--- src/rtl/lcd_pkg.sv ---
// Shared types and constants for the LCD bus controller: FSM states,
// command FIFO entry layout and bus-width selection.
package lcd_pkg;

  localparam int BUS_8BIT = 0;
  localparam int BUS_4BIT = 1;

  typedef enum logic [2:0] {
    ST_IDLE,
    ST_SETUP,
    ST_PULSE,
    ST_HOLD,
    ST_POLL,
    ST_WAIT
  } lcd_state_t;

  typedef struct packed {
    logic       rs;
    logic       read;
    logic [7:0] data;
  } lcd_entry_t;

  // Byte placed on lcdDataOut for one transfer; 4-bit mode uses [7:4] only.
  function automatic logic [7:0] bus_byte(input logic [7:0] d, input logic nib,
                                          input logic low);
    if (!nib) return d;
    return low ? {d[3:0], 4'h0} : {d[7:4], 4'h0};
  endfunction

endpackage

--- src/rtl/lcd_cmd_fifo.sv ---
// Command FIFO for the LCD controller: power-of-two depth, first-word
// fall-through head, pushes ignored when full and pops ignored when empty.
module lcd_cmd_fifo
  import lcd_pkg::*;
#(
  parameter int DEPTH = 4
) (
  input  logic       clk,
  input  logic       rst,
  input  logic       i_push,
  input  lcd_entry_t i_din,
  input  logic       i_pop,
  output lcd_entry_t o_dout,
  output logic       o_full,
  output logic       o_empty
);

  localparam int AW = $clog2(DEPTH);

  lcd_entry_t    r_mem [DEPTH];
  logic [AW-1:0] r_wr;
  logic [AW-1:0] r_rd;
  logic [AW:0]   r_count;
  logic          w_push;
  logic          w_pop;

  assign w_push  = i_push && !o_full;
  assign w_pop   = i_pop && !o_empty;
  assign o_full  = (r_count == (AW + 1)'(DEPTH));
  assign o_empty = (r_count == '0);
  assign o_dout  = r_mem[r_rd];

  always_ff @(posedge clk) begin
    if (w_push) r_mem[r_wr] <= i_din;
  end

  // Pointers wrap naturally because DEPTH is a power of two.
  always_ff @(posedge clk) begin
    if (rst) begin
      r_wr    <= '0;
      r_rd    <= '0;
      r_count <= '0;
    end else begin
      if (w_push) r_wr <= r_wr + 1'b1;
      if (w_pop)  r_rd <= r_rd + 1'b1;
      case ({w_push, w_pop})
        2'b10:   r_count <= r_count + 1'b1;
        2'b01:   r_count <= r_count - 1'b1;
        default: ;
      endcase
    end
  end

endmodule

--- src/rtl/lcd_bus_controller.sv ---
// HD44780-style LCD bus controller: queues commands and sequences
// SETUP/PULSE/HOLD transfers, with busy-flag polling or a fixed post-write wait.
module lcd_bus_controller
  import lcd_pkg::*;
#(
  parameter int SETUP       = 2,
  parameter int PULSE       = 4,
  parameter int HOLD        = 2,
  parameter int NIBBLE      = 0,
  parameter int DEPTH       = 4,
  parameter int BUSY_POLL   = 1,
  parameter int WAIT_CYCLES = 2000,
  parameter int POLL_LIMIT  = 64
) (
  input  logic       clk,
  input  logic       rst,
  input  logic       inValid,
  output logic       inReady,
  input  logic       inRS,
  input  logic       inRead,
  input  logic [7:0] inData,
  output logic       rdValid,
  output logic [7:0] rdData,
  output logic       busy,
  output logic       timeout,
  output logic       lcdRS,
  output logic       lcdRW,
  output logic       lcdE,
  output logic [7:0] lcdDataOut,
  input  logic [7:0] lcdDataIn
);

  localparam logic NIB_MODE = (NIBBLE == BUS_4BIT);

  lcd_state_t r_state;
  logic [31:0] r_cnt;
  logic [31:0] r_polls;
  logic        r_half;
  logic        r_status;
  logic        r_cmdRead;
  logic [7:0]  r_cmdData;
  logic [7:0]  r_rdbyte;
  logic        r_rdValid;
  logic [7:0]  r_rdData;
  logic        r_timeout;
  logic        r_lcdRS;
  logic        r_lcdRW;
  logic        r_lcdE;
  logic [7:0]  r_lcdDataOut;

  lcd_entry_t w_din;
  lcd_entry_t w_head;
  logic       w_full;
  logic       w_empty;
  logic       w_pop;

  assign w_din = '{rs: inRS, read: inRead, data: inData};
  assign w_pop = (r_state == ST_IDLE) && !w_empty;

  lcd_cmd_fifo #(.DEPTH(DEPTH)) u_fifo (
    .clk     (clk),
    .rst     (rst),
    .i_push  (inValid),
    .i_din   (w_din),
    .i_pop   (w_pop),
    .o_dout  (w_head),
    .o_full  (w_full),
    .o_empty (w_empty)
  );

  assign inReady    = !w_full;
  assign busy       = !w_empty || (r_state != ST_IDLE);
  assign rdValid    = r_rdValid;
  assign rdData     = r_rdData;
  assign timeout    = r_timeout;
  assign lcdRS      = r_lcdRS;
  assign lcdRW      = r_lcdRW;
  assign lcdE       = r_lcdE;
  assign lcdDataOut = r_lcdDataOut;

  always_ff @(posedge clk) begin
    if (rst) begin
      r_state      <= ST_IDLE;
      r_cnt        <= '0;
      r_polls      <= '0;
      r_half       <= 1'b0;
      r_status     <= 1'b0;
      r_cmdRead    <= 1'b0;
      r_cmdData    <= '0;
      r_rdbyte     <= '0;
      r_rdValid    <= 1'b0;
      r_rdData     <= '0;
      r_timeout    <= 1'b0;
      r_lcdRS      <= 1'b0;
      r_lcdRW      <= 1'b0;
      r_lcdE       <= 1'b0;
      r_lcdDataOut <= '0;
    end else begin
      r_rdValid <= 1'b0;
      case (r_state)
        ST_IDLE: begin
          if (!w_empty) begin
            r_cmdRead    <= w_head.read;
            r_cmdData    <= w_head.data;
            r_status     <= 1'b0;
            r_half       <= 1'b0;
            r_cnt        <= '0;
            r_lcdRS      <= w_head.rs;
            r_lcdRW      <= w_head.read;
            r_lcdDataOut <= w_head.read ? '0 : bus_byte(w_head.data, NIB_MODE, 1'b0);
            r_state      <= ST_SETUP;
          end
        end
        ST_SETUP: begin
          if (r_cnt == 32'(SETUP - 1)) begin
            r_cnt   <= '0;
            r_lcdE  <= 1'b1;
            r_state <= ST_PULSE;
          end else begin
            r_cnt <= r_cnt + 32'd1;
          end
        end
        ST_PULSE: begin
          if (r_cnt == 32'(PULSE - 1)) begin
            r_cnt   <= '0;
            r_lcdE  <= 1'b0;
            r_state <= ST_HOLD;
            if (r_lcdRW) begin
              if (!NIB_MODE)   r_rdbyte      <= lcdDataIn;
              else if (r_half) r_rdbyte[3:0] <= lcdDataIn[7:4];
              else             r_rdbyte[7:4] <= lcdDataIn[7:4];
            end
          end else begin
            r_cnt <= r_cnt + 32'd1;
          end
        end
        ST_HOLD: begin
          if (r_cnt == 32'(HOLD - 1)) begin
            r_cnt <= '0;
            if (NIB_MODE && !r_half) begin
              r_half       <= 1'b1;
              r_lcdDataOut <= r_lcdRW ? '0 : bus_byte(r_cmdData, 1'b1, 1'b1);
              r_state      <= ST_SETUP;
            end else if (r_status) begin
              // Busy-flag result of a status read decides retry, timeout or done.
              if (!r_rdbyte[7]) begin
                r_state <= ST_IDLE;
              end else if (r_polls == 32'(POLL_LIMIT - 1)) begin
                r_timeout <= 1'b1;
                r_state   <= ST_IDLE;
              end else begin
                r_polls <= r_polls + 32'd1;
                r_state <= ST_POLL;
              end
            end else if (r_cmdRead) begin
              r_rdValid <= 1'b1;
              r_rdData  <= r_rdbyte;
              r_state   <= ST_IDLE;
            end else if (BUSY_POLL != 0) begin
              r_polls <= '0;
              r_state <= ST_POLL;
            end else begin
              r_state <= ST_WAIT;
            end
          end else begin
            r_cnt <= r_cnt + 32'd1;
          end
        end
        ST_POLL: begin
          r_status     <= 1'b1;
          r_half       <= 1'b0;
          r_cnt        <= '0;
          r_lcdRS      <= 1'b0;
          r_lcdRW      <= 1'b1;
          r_lcdDataOut <= '0;
          r_state      <= ST_SETUP;
        end
        ST_WAIT: begin
          if (r_cnt == 32'(WAIT_CYCLES - 1)) begin
            r_cnt   <= '0;
            r_state <= ST_IDLE;
          end else begin
            r_cnt <= r_cnt + 32'd1;
          end
        end
        default: r_state <= ST_IDLE;
      endcase
    end
  end

endmodule

--- config.mk ---
export PLATFORM = sky130hd
export DESIGN_NAME = lcd_bus_controller
export DESIGN_NICKNAME = d
export VERILOG_FILES = /design/src/rtl/lcd_pkg.sv /design/src/rtl/lcd_cmd_fifo.sv /design/src/rtl/lcd_bus_controller.sv
export SDC_FILE = /design/constraint.sdc
export NUM_CORES = 1
export LEC_CHECK = 0
export CAP_MARGIN = 30
export CORE_MARGIN = 2
export CORE_UTILIZATION = 35
export CTS_CLUSTER_DIAMETER = 100
export DETAILED_ROUTE_END_ITERATION = 10
export GPL_TIMING_DRIVEN = 0
export SLEW_MARGIN = 30
export SYNTH_ARGS = -nofsm -noshare
export SYNTH_HDL_FRONTEND = slang
export SYNTH_SLANG_ARGS = --single-unit
--- constraint.sdc ---
create_clock -name clk -period 5.2 [get_ports clk]
set_clock_uncertainty 0.2 [all_clocks]
set_input_delay 1.04 -clock clk [delete_from_list [all_inputs] [get_ports clk]]
set_output_delay 1.04 -clock clk [all_outputs]
set_load 0.02 [all_outputs]
==> results.py <==
metrics = {
    "floorplan": {
        "die_height_um": 141.0,
        "io_pins": 44,
        "num_rows": 50,
        "fp.dieW_um": 141.0,
        "dieArea_um2": 19880,
        "core_area_um2": 18580,
        "initial_core_util": 0.3536,
    },
    "hold_path": {
        "min_from": "lcdRW",
        "hold_path.class": "reg -> reg",
        "hold_depth": 2,
    },
    "synthesis": {
        "synth_warnings": 0,
        "synth.avg_cell_area_um2": 10.05,
        "syn_inst": 654,
        "async_flop_share": 0,
        "synthTopCellsByArea": "dfxtp_1 33%, edfxtp_1 18%, nor2_1 5.7%, xor2_1 3.7%, mux4_2 3.4%",
        "syn_area_um2": 6570,
        "synth_edf_count": 40,
        "ys.flop_type": "dfxtp_1",
        "ys_types": 59,
        "synth_top_area_cell": "dfxtp_1",
        "syn_nets": 684,
        "synth-seq-cells": 147,
        "synth.top_cell.area_share": 0.3260,
        "seq_area_frac_synth": 0.5089,
    },
    "layout": {
        "multi_input_area_um2": 3027,
        "drive_gt1_frac": 0.08642,
        "ff_latch_area_um2": 3343,
        "num_antenna_cells": 0,
        "area_growth_syn_to_layout_pct": 20.40,
        "fillers": 1767,
        "nets": 746,
    },
    "run_status": {
        "run_status": "complete, no violations",
    },
    "drt": {
        "detail_route.wl_per_cell_um": 14.39,
        "drtIter0Drc": 253,
        "drc": 0,
        "final_antenna_net_count": 0,
        "wirelength_um": 13860,
        "firstDrtPassIters": 4,
        "vias": 4951,
        "vias_per_cell": 5.141,
    },
    "clocking": {
        "postCtsSetupBuffers": 0,
        "cts_tree": "built",
        "cts-htree-levels": 4,
        "clk_path_buf_depth": 2,
        "cts_buffers": 17,
        "path_clk_slew_ps": 70,
        "clock-sinks": 147,
        "insertion_delay_ps": 430,
        "hold_buffers": 0,
        "cts_resized": 0,
        "cts_root_buffer": "clkbuf_16",
    },
    "grt": {
        "grt_max_degree": 20,
        "grt_pass1_vias": 4701,
        "grt_overflow_total": 0,
        "antenna_found_initial": 0,
        "grt_first_pass_wirelength_um": 23430,
        "grt_usage": 0.1473,
    },
    "sta": {
        "max-slew-margin-rel": 0.3936,
        "hold_viol_final": 0,
        "setup-violations-final": 0,
        "max_freq_ghz": 0.3144,
        "fin_crit_sh": 0.6116,
        "rsz0062_at_grt": "false",
        "finalCriticalPeriod_ps": 3180,
        "worstMarginPinSlew_ps": 909.7,
        "fin_tns_setup_ps": 0,
        "drv_slew": 0,
    },
    "pwr": {
        "leakagePower_nw": 2.717,
        "worst_ir_drop_vdd_mv": 0.2121,
        "totalPowerFinal_mw": 3.248,
        "p_per_area_nw_per_um2": 410.6,
    },
    "run": {
        "max_cap_violations": 0,
    },
    "place": {
        "dp_hpwl_um": 9728,
        "gp_congestion": 0.8158,
        "port_buffers": 43,
    },
    "setup_path": {
        "arrival_ps": 1940,
        "rr_worst_depth": 7,
        "critPathMaxFanout": 7,
        "critical_path.startpoint": "r_state[0]",
        "crit_path_start_kind": "register",
        "crit_required_ps": 3960,
        "cp-end-kind": "primary output",
        "path_class": "reg -> out",
        "r2r_start": "r_cnt[11]",
    },
}
-- cells in the mapped netlist (2+ instances only) --
cell and number:
edfxtp_1 40, nand4_1 30, o31ai_1 2, inv_1 22, a21oi_1 22, dfxtp_1 107, nand2_1 47, nand4b_1 2
a22oi_1 9, nor4_4 2, or4_1 5, nand2b_1 6, a41oi_1 2, nand3b_1 4, and2_1 8, mux4_2 10
nor3_1 15, nor4_1 16, o21ai_0 8, nor2_1 99, nand3_1 33, and3_1 13, a31oi_1 9, a211oi_1 4
mux2i_1 16, buf_6 2, a31o_2 2, ha_1 8, clkbuf_1 15, buf_2 4, xnor2_1 22, nor4_2 3
buf_1 5, o21a_1 3, xor2_1 28, or3_1 5, and4_1 4
-- report_power, final --
part | leakage, nW | internal, mW | total, mW | switching, mW
sequential | 1.23 | 1.27 | 1.32 | 0.0524
combinational | 1.18 | 0.264 | 0.681 | 0.417
clock | 0.301 | 0.659 | 1.24 | 0.585
-- cell families (layout without fill, tap and decap cells) --
family / Yosys count / after routing / share of synthesized area
AOI/OAI and AO/OA: 74 / 74 / 0.07961
xor gates and xnor gates: 50 / 50 / 0.06665
DFF: 147 / 147 / 0.5089
and+or+nand+nor: 300 / 300 / 0.2375
buffers and inverters: 48 / 123 / 0.03047
adders and majority gates: 9 / 9 / 0.01828
muxes: 26 / 26 / 0.05866
-- per-stage QoR --
stage | util | cells | setup WS [ps] | instance area [um^2] | hold WS (ps)
6_report | 0.4257 | 963 | 2020 | 7910 | 278.2
5_1_grt | 0.4257 | 963 | 1859 | 7910 | 307.9
4_1_cts | 0.4257 | 963 | 2024 | 7910 | 283.2
3_5_place_dp | 0.3925 | 931 | 1799 | 7293 | 270.9
3_3_place_gp | 0.3925 | 931 | 1808 | 7293 | 262.9
2_1_floorplan | - | 654 | 2504 | 6570 | 245.1
-- registers in the layout (all words and copies together) (netlist names), 2 cells and up, named ones only --
signal	count
lcdDataOut	8
u_fifo.r_count	3
r_rdbyte	8
u_fifo.r_mem	40
r_polls	32
r_cnt	32
u_fifo.r_rd	2
r_state	3
u_fifo.r_wr	2
rdData	8
-- layout by cell type (no fill, tap or decap), drive strengths merged, types with 9 or more instances in the layout --
cell           netlist  layout
dfxtp              107     107
nor2                99      99
nand2               47      47
clkdlybuf4s50        0      43
edfxtp              40      40
nand3               33      33
clkbuf              15      32
nand4               31      31
inv                 22      31
xor2                28      28
a21oi               23      23
xnor2               22      22
nor4                21      21
mux2i               16      16
nor3                16      16
and3                13      13
buf                 11      11
mux4                10      10
a31oi                9       9
a22oi                9       9
o21ai                9       9
-- cell type report --
cell class / instances / share of cell area
timing repair buffer: 43 / 0.05441
sequential: 147 / 0.4227
clock inverter: 15 / 0.02420
multi-input combinational: 459 / 0.3826
inverter: 22 / 0.01044
tap: 234 / 0.03701
buffer: 26 / 0.01487
clock buffer: 17 / 0.05378
-- worst paths after layout --
path                            endpoint  slack, ps
worst max register to register  r_cnt[5]       2170
worst min-delay path               lcdRW        280
worst max-delay path                busy       2020
worst min register to register     lcdRW        280
-- layer usage --
metal	vias to the layer above	global-route usage	wire (um)
met5	-	0	0
met4	0	0.04421	127
met3	10	0.03804	418
met2	71	0.2352	6592
met1	2365	0.1976	6722
li1	2505	-	-
-- worst max-delay path, cell delays in order (launching register included) --
cell	delay [ps]
dfxtp_1	360
nor3_1	400
nand2_1	170
clkdlybuf4s50_1	570
Power figures use the tool's default switching activity.
